### config.mk
export PLATFORM = sky130hd
export DESIGN_NAME = stopwatch_ctrl
export DESIGN_NICKNAME = d
export VERILOG_FILES = /design/src/rtl/stopwatch_ctrl_pkg.sv /design/src/rtl/stopwatch_ctrl_btn_debounce.sv /design/src/rtl/stopwatch_ctrl.sv
export SDC_FILE = /design/constraint.sdc
export NUM_CORES = 1
export LEC_CHECK = 0
export ABC_CLOCK_PERIOD_IN_PS = 2550
export CORE_MARGIN = 5
export CORE_UTILIZATION = 37
export DETAILED_ROUTE_END_ITERATION = 6
export PLACE_DENSITY = 0.66
export SYNTH_ARGS = -nofsm -noshare
export SYNTH_HDL_FRONTEND = slang
export SYNTH_SLANG_ARGS = --single-unit
### constraint.sdc
create_clock -name NEclk -period 2.55 [get_ports NEclk]
set_input_delay 0.255 -clock NEclk [delete_from_list [all_inputs] [get_ports NEclk]]
set_output_delay 0.255 -clock NEclk [all_outputs]
set_load 0.01 [all_outputs]
### src/rtl/stopwatch_ctrl_pkg.sv
// Shared definitions for the stopwatch control block: FSM state encodings and default sizing.
package stopwatch_ctrl_pkg;

  typedef enum logic [1:0] {
    ST_IDLE  = 2'b00,
    ST_RUN   = 2'b01,
    ST_PAUSE = 2'b10,
    ST_LAP   = 2'b11
  } sw_state_e;

  localparam int unsigned DEBOUNCE_CYCLES_DEF = 50000;
  localparam int unsigned DB_BITS_DEF         = 16;
  localparam int unsigned LAP_BITS_DEF        = 4;

endpackage

### src/rtl/stopwatch_ctrl_btn_debounce.sv
// One button path: 2-flop synchroniser, debounce counter and rising-edge pulse.
// Flops update on the falling edge of NEclk with a synchronous active-high Reset.
module stopwatch_ctrl_btn_debounce #(
  parameter int unsigned DEBOUNCE_CYCLES = 50000,
  parameter int unsigned DB_BITS         = 16
) (
  input  logic NEclk,
  input  logic Reset,
  input  logic btn_i,
  output logic pulse_o
);

  localparam logic [DB_BITS-1:0] CNT_LAST = DB_BITS'(DEBOUNCE_CYCLES - 1);

  logic               sync1_q, sync2_q;
  logic               level_q, level_d;
  logic               pulse_q, pulse_d;
  logic [DB_BITS-1:0] cnt_q, cnt_d;

  // Count consecutive samples that differ from the accepted level; any agreement restarts it.
  always_comb begin
    cnt_d   = '0;
    level_d = level_q;
    pulse_d = 1'b0;
    if (sync2_q != level_q) begin
      if (cnt_q == CNT_LAST) begin
        level_d = sync2_q;
        pulse_d = sync2_q;
      end else begin
        cnt_d = cnt_q + DB_BITS'(1);
      end
    end
  end

  always_ff @(negedge NEclk) begin
    if (Reset) begin
      sync1_q <= 1'b0;
      sync2_q <= 1'b0;
      level_q <= 1'b0;
      pulse_q <= 1'b0;
      cnt_q   <= '0;
    end else begin
      sync1_q <= btn_i;
      sync2_q <= sync1_q;
      level_q <= level_d;
      pulse_q <= pulse_d;
      cnt_q   <= cnt_d;
    end
  end

  assign pulse_o = pulse_q;

endmodule

### src/rtl/stopwatch_ctrl.sv
// Stopwatch control FSM: start/stop, lap freeze and clear from two debounced buttons.
// Define STOPWATCH_LAP_EN to build the LAP state and lap counter.
module stopwatch_ctrl
  import stopwatch_ctrl_pkg::*;
#(
  parameter int unsigned DEBOUNCE_CYCLES = DEBOUNCE_CYCLES_DEF,
  parameter int unsigned DB_BITS         = DB_BITS_DEF,
  parameter int unsigned LAP_BITS        = LAP_BITS_DEF
) (
  input  logic                NEclk,
  input  logic                Reset,
  input  logic                btn_start_stop,
  input  logic                btn_lap_reset,
  input  logic                count_full,
  output logic                count_enable,
  output logic                count_nreset,
  output logic                disp_hold,
  output logic [LAP_BITS-1:0] lap_count,
  output logic [1:0]          state
);

  logic      ss_p, lr_p;
  sw_state_e state_q, state_d;
  logic      clear_c;
  logic      count_enable_q, count_enable_d;
  logic      count_nreset_q, count_nreset_d;
`ifdef STOPWATCH_LAP_EN
  logic                lap_inc_c;
  logic                disp_hold_q, disp_hold_d;
  logic [LAP_BITS-1:0] lap_q, lap_d;
`endif

  stopwatch_ctrl_btn_debounce #(
    .DEBOUNCE_CYCLES (DEBOUNCE_CYCLES),
    .DB_BITS         (DB_BITS)
  ) u_ss (
    .NEclk   (NEclk),
    .Reset   (Reset),
    .btn_i   (btn_start_stop),
    .pulse_o (ss_p)
  );

  stopwatch_ctrl_btn_debounce #(
    .DEBOUNCE_CYCLES (DEBOUNCE_CYCLES),
    .DB_BITS         (DB_BITS)
  ) u_lr (
    .NEclk   (NEclk),
    .Reset   (Reset),
    .btn_i   (btn_lap_reset),
    .pulse_o (lr_p)
  );

  // Next state; priority is count_full, then ss_p, then lr_p (lr_p dropped when ss_p coincides).
  always_comb begin
    state_d = state_q;
    clear_c = 1'b0;
`ifdef STOPWATCH_LAP_EN
    lap_inc_c = 1'b0;
`endif
    case (state_q)
      ST_IDLE: begin
        if (ss_p) begin
          state_d = ST_RUN;
        end else if (lr_p) begin
          clear_c = 1'b1;
        end
      end
      ST_RUN: begin
        if (count_full || ss_p) begin
          state_d = ST_PAUSE;
        end
`ifdef STOPWATCH_LAP_EN
        else if (lr_p) begin
          state_d   = ST_LAP;
          lap_inc_c = 1'b1;
        end
`endif
      end
`ifdef STOPWATCH_LAP_EN
      ST_LAP: begin
        if (count_full || ss_p) begin
          state_d = ST_PAUSE;
        end else if (lr_p) begin
          state_d = ST_RUN;
        end
      end
`endif
      ST_PAUSE: begin
        if (ss_p) begin
          if (!count_full) begin
            state_d = ST_RUN;
          end
        end else if (lr_p) begin
          state_d = ST_IDLE;
          clear_c = 1'b1;
        end
      end
      default: state_d = ST_IDLE;
    endcase
  end

  always_comb begin
    count_enable_d = (state_d == ST_RUN) || (state_d == ST_LAP);
    count_nreset_d = !clear_c;
  end

  always_ff @(negedge NEclk) begin
    if (Reset) begin
      state_q        <= ST_IDLE;
      count_enable_q <= 1'b0;
      count_nreset_q <= 1'b0;
    end else begin
      state_q        <= state_d;
      count_enable_q <= count_enable_d;
      count_nreset_q <= count_nreset_d;
    end
  end

`ifdef STOPWATCH_LAP_EN
  // Lap counter saturates at all-ones; clear wins over increment.
  always_comb begin
    disp_hold_d = (state_d == ST_LAP);
    lap_d       = lap_q;
    if (clear_c) begin
      lap_d = '0;
    end else if (lap_inc_c && (lap_q != {LAP_BITS{1'b1}})) begin
      lap_d = lap_q + LAP_BITS'(1);
    end
  end

  always_ff @(negedge NEclk) begin
    if (Reset) begin
      disp_hold_q <= 1'b0;
      lap_q       <= '0;
    end else begin
      disp_hold_q <= disp_hold_d;
      lap_q       <= lap_d;
    end
  end

  assign disp_hold = disp_hold_q;
  assign lap_count = lap_q;
`else
  assign disp_hold = 1'b0;
  assign lap_count = '0;
`endif

  assign count_enable = count_enable_q;
  assign count_nreset = count_nreset_q;
  assign state        = state_q;

endmodule
==> impl_metrics.yaml <==
worst_setup_path:
  slowest_delay_ns: 0.34
  crit_family: "flip-flops"
  critPathLaunchType: "flop"
  endpoint: "count_enable"
  cp.arrival_ns: 2.22
  r2r-end: "u_ss.cnt_q[7]"
  worst_setup_path_end_kind: "output port"
  critPathBufInv: 1
  critical_path.cell_chain: "clkdlybuf4s15_1"
  reg2reg_setup_slack_ns: 0.54
  cp_num_cells: 1
  crit_fanout: 3
  crit_path_top_delay_cell: "dfxtp_1"
  crit_type: "reg2out"
  worstSetupStartpoint: "count_enable"
  r2r_cells: 4
  reg2reg_from: "u_ss.cnt_q[13]"
  required_ns: 2.30
floorplan:
  die_area_um2: 6530
  ios: 14
  die_w_um: 80.8
  core_area_um2: 4790
  start_util: 0.388
  rows: 25
  die_y_um: 80.8
power_and_ir_drop:
  p_leak_nw: 0.882
  vdd_drop_max_uv: 313
  powerDensity_nw_per_um2: 654
clock_network:
  htree_num_levels: 2
  cts_buffers: 5
  cts_max_path_buffers: 2
  clk_root_buffer_cell: "clkbuf_8"
  post-cts-setup-buffers: 0
  tritoncts: "built"
  cts.sinks: 43
  clk_pin_slew_ns: 0.05
  clk_latency_ns: 0.36
global_routing:
  grt_max_degree: 15
  grt_pass1_wl_um: 6000
  grt_util_all_layers: 0.114
  antenna_found_initial: 0
  overflow: 0
  grt_pass1_vias: 1493
routing:
  ant_nets: 0
  vias: 1563
  finalWirelength_um: 3340
  drtPass1Iterations: 4
  drtIter0Drc: 87
  drc_errors: 0
  wl_per_cell_um: 9.99
  via_per_inst: 4.68
synth:
  yosysWarnings: 0
  syn-mean-instance-area_um2: 8.92
  ys_seq_area_frac: 0.464
  ys_async_sr_fraction: 0
  ys_types: 29
  synth_cells: 208
  ys.flop_type: "dfxtp_1"
  synth_seq_cells: 43
  netlist_area_um2: 1860
  synth-edff-count: 0
layout:
  finalInstanceArea_um2: 2270
  drive_gt1_frac: 0.0674
  layout_commonest_cell: "inv_1"
  nNetsFinal: 273
  diodes: 0
  area_delta_synth_final_pct: 22.5
  nFillCells: 487
  layout_common_cells: "51 x inv_1, 43 x dfxtp_1, 40 x nor2_1"
sta:
  finClkSkew_ns: 0.0146
  rsz0062_at_grt: "false"
  final-max-slew-violation-count: 0
  setup-violations-final: 0
  hold_viol: 0
  whs_ns: 0.428
  setup_slack_ns: 0.0739
status:
  status: "complete, no violations"
placed_design:
  dp_slack_ns: -0.0968
  placed_cell_area_um2: 2020
  gp_congestion: 0.740
  hpwlAfterDp_um: 2240
  portBuffers: 8
worst_hold_path:
  hp-class: "reg2reg"
job:
  maxCapViolations: 0
[routing by layer]
metal  share of wire  wire, µm  up-vias  GRT usage
met5               0         0        -          0
met3           0.043       142       10     0.0477
li1                -         -      812          -
met1            0.47      1560      714      0.128
met2            0.46      1550       27      0.169
met4           0.024        80        0     0.0912
[flip-flops by register name, indices dropped and copies added, names as in the netlist]
register / flops
u_ss.sync2_q: 1
count_enable: 1
state: 1
u_ss.level_q: 1
u_ss.cnt_q: 16
u_ss.sync1_q: 1
u_ss.pulse_o: 1
u_lr.pulse_o: 1
u_lr.level_q: 1
u_lr.sync2_q: 1
u_lr.cnt_q: 16
u_lr.sync1_q: 1
count_nreset: 1
[report_power, final]
group / total, mW / leakage, nW / switching (mW) / internal, mW
logic: 0.0296 / 0.246 / 0.0152 / 0.0144
registers: 0.684 / 0.348 / 0.00246 / 0.682
clock network: 0.774 / 0.289 / 0.395 / 0.378
[how the worst min path moves through the flow]
stage,from,to,slack (ns),cells after the start
CTS,u_lr.sync1_q,u_lr.sync2_q,0.43,1
finish,u_ss.sync1_q,u_ss.sync2_q,0.43,1
detailed placement,u_lr.sync1_q,u_lr.sync2_q,0.42,1
global route,u_ss.sync1_q,u_ss.sync2_q,0.45,1
floorplan,u_lr.sync1_q,u_lr.sync2_q,0.41,1
global placement,u_ss.sync1_q,u_ss.sync2_q,0.42,1
[cells by family after synthesis]
| kind of cell | synth area share |
|---|---|
| fa+ha+maj | 0.0135 |
| flops | 0.464 |
| other cells | 0.00202 |
| xor+xnor | 0.142 |
| compound gates | 0.0283 |
| buf+inv | 0.0506 |
| simple gates | 0.289 |
| mux | 0.0108 |
[stage by stage]
step | power, mW | utilization | instances | TNS (ns)
2_1_floorplan | 0.820 | - | 212 | 0
3_3_place_gp | 0.829 | 0.421 | 284 | -1.61
3_5_place_dp | 0.829 | 0.421 | 284 | -2.28
4_1_cts | 1.53 | 0.476 | 334 | 0
5_1_grt | 1.62 | 0.475 | 334 | 0
6_report | 1.49 | 0.475 | 334 | 0
[layout make-up]
type / count / area, µm² / share of cell area
multi-input combinational: 152 / 916 / 0.403
clock buffer: 5 / 68.8 / 0.0303
inverter: 7 / 26.3 / 0.0116
sequential: 43 / 861 / 0.379
tap: 67 / 83.8 / 0.0369
clock inverter: 46 / 204 / 0.0897
timing repair buffer: 14 / 114 / 0.0501
[timing repair]
item	in CTS	in global routing
hold buffers	0	0
endpoints found under the hold margin	0	0
pin swaps	0	0
endpoints found under the setup margin	4	3
resized for setup	4	5
[Yosys cell counts (3+ instances only)]
cell type / n / area [µm²]
dfxtp_1: 43 / 861
nor2_1: 40 / 150
xnor2_1: 26 / 228
nand3_1: 13 / 65.1
nor3_1: 11 / 55.1
nor4_1: 10 / 62.6
nand2_1: 9 / 33.8
inv_1: 8 / 30.0
nand4_1: 7 / 43.8
buf_4: 6 / 45.0
nor2b_1: 4 / 25.0
nor4b_1: 4 / 35.0
xor2_1: 4 / 35.0
and3_1: 3 / 18.8
Note: power is estimated with default switching activity, not from simulation.
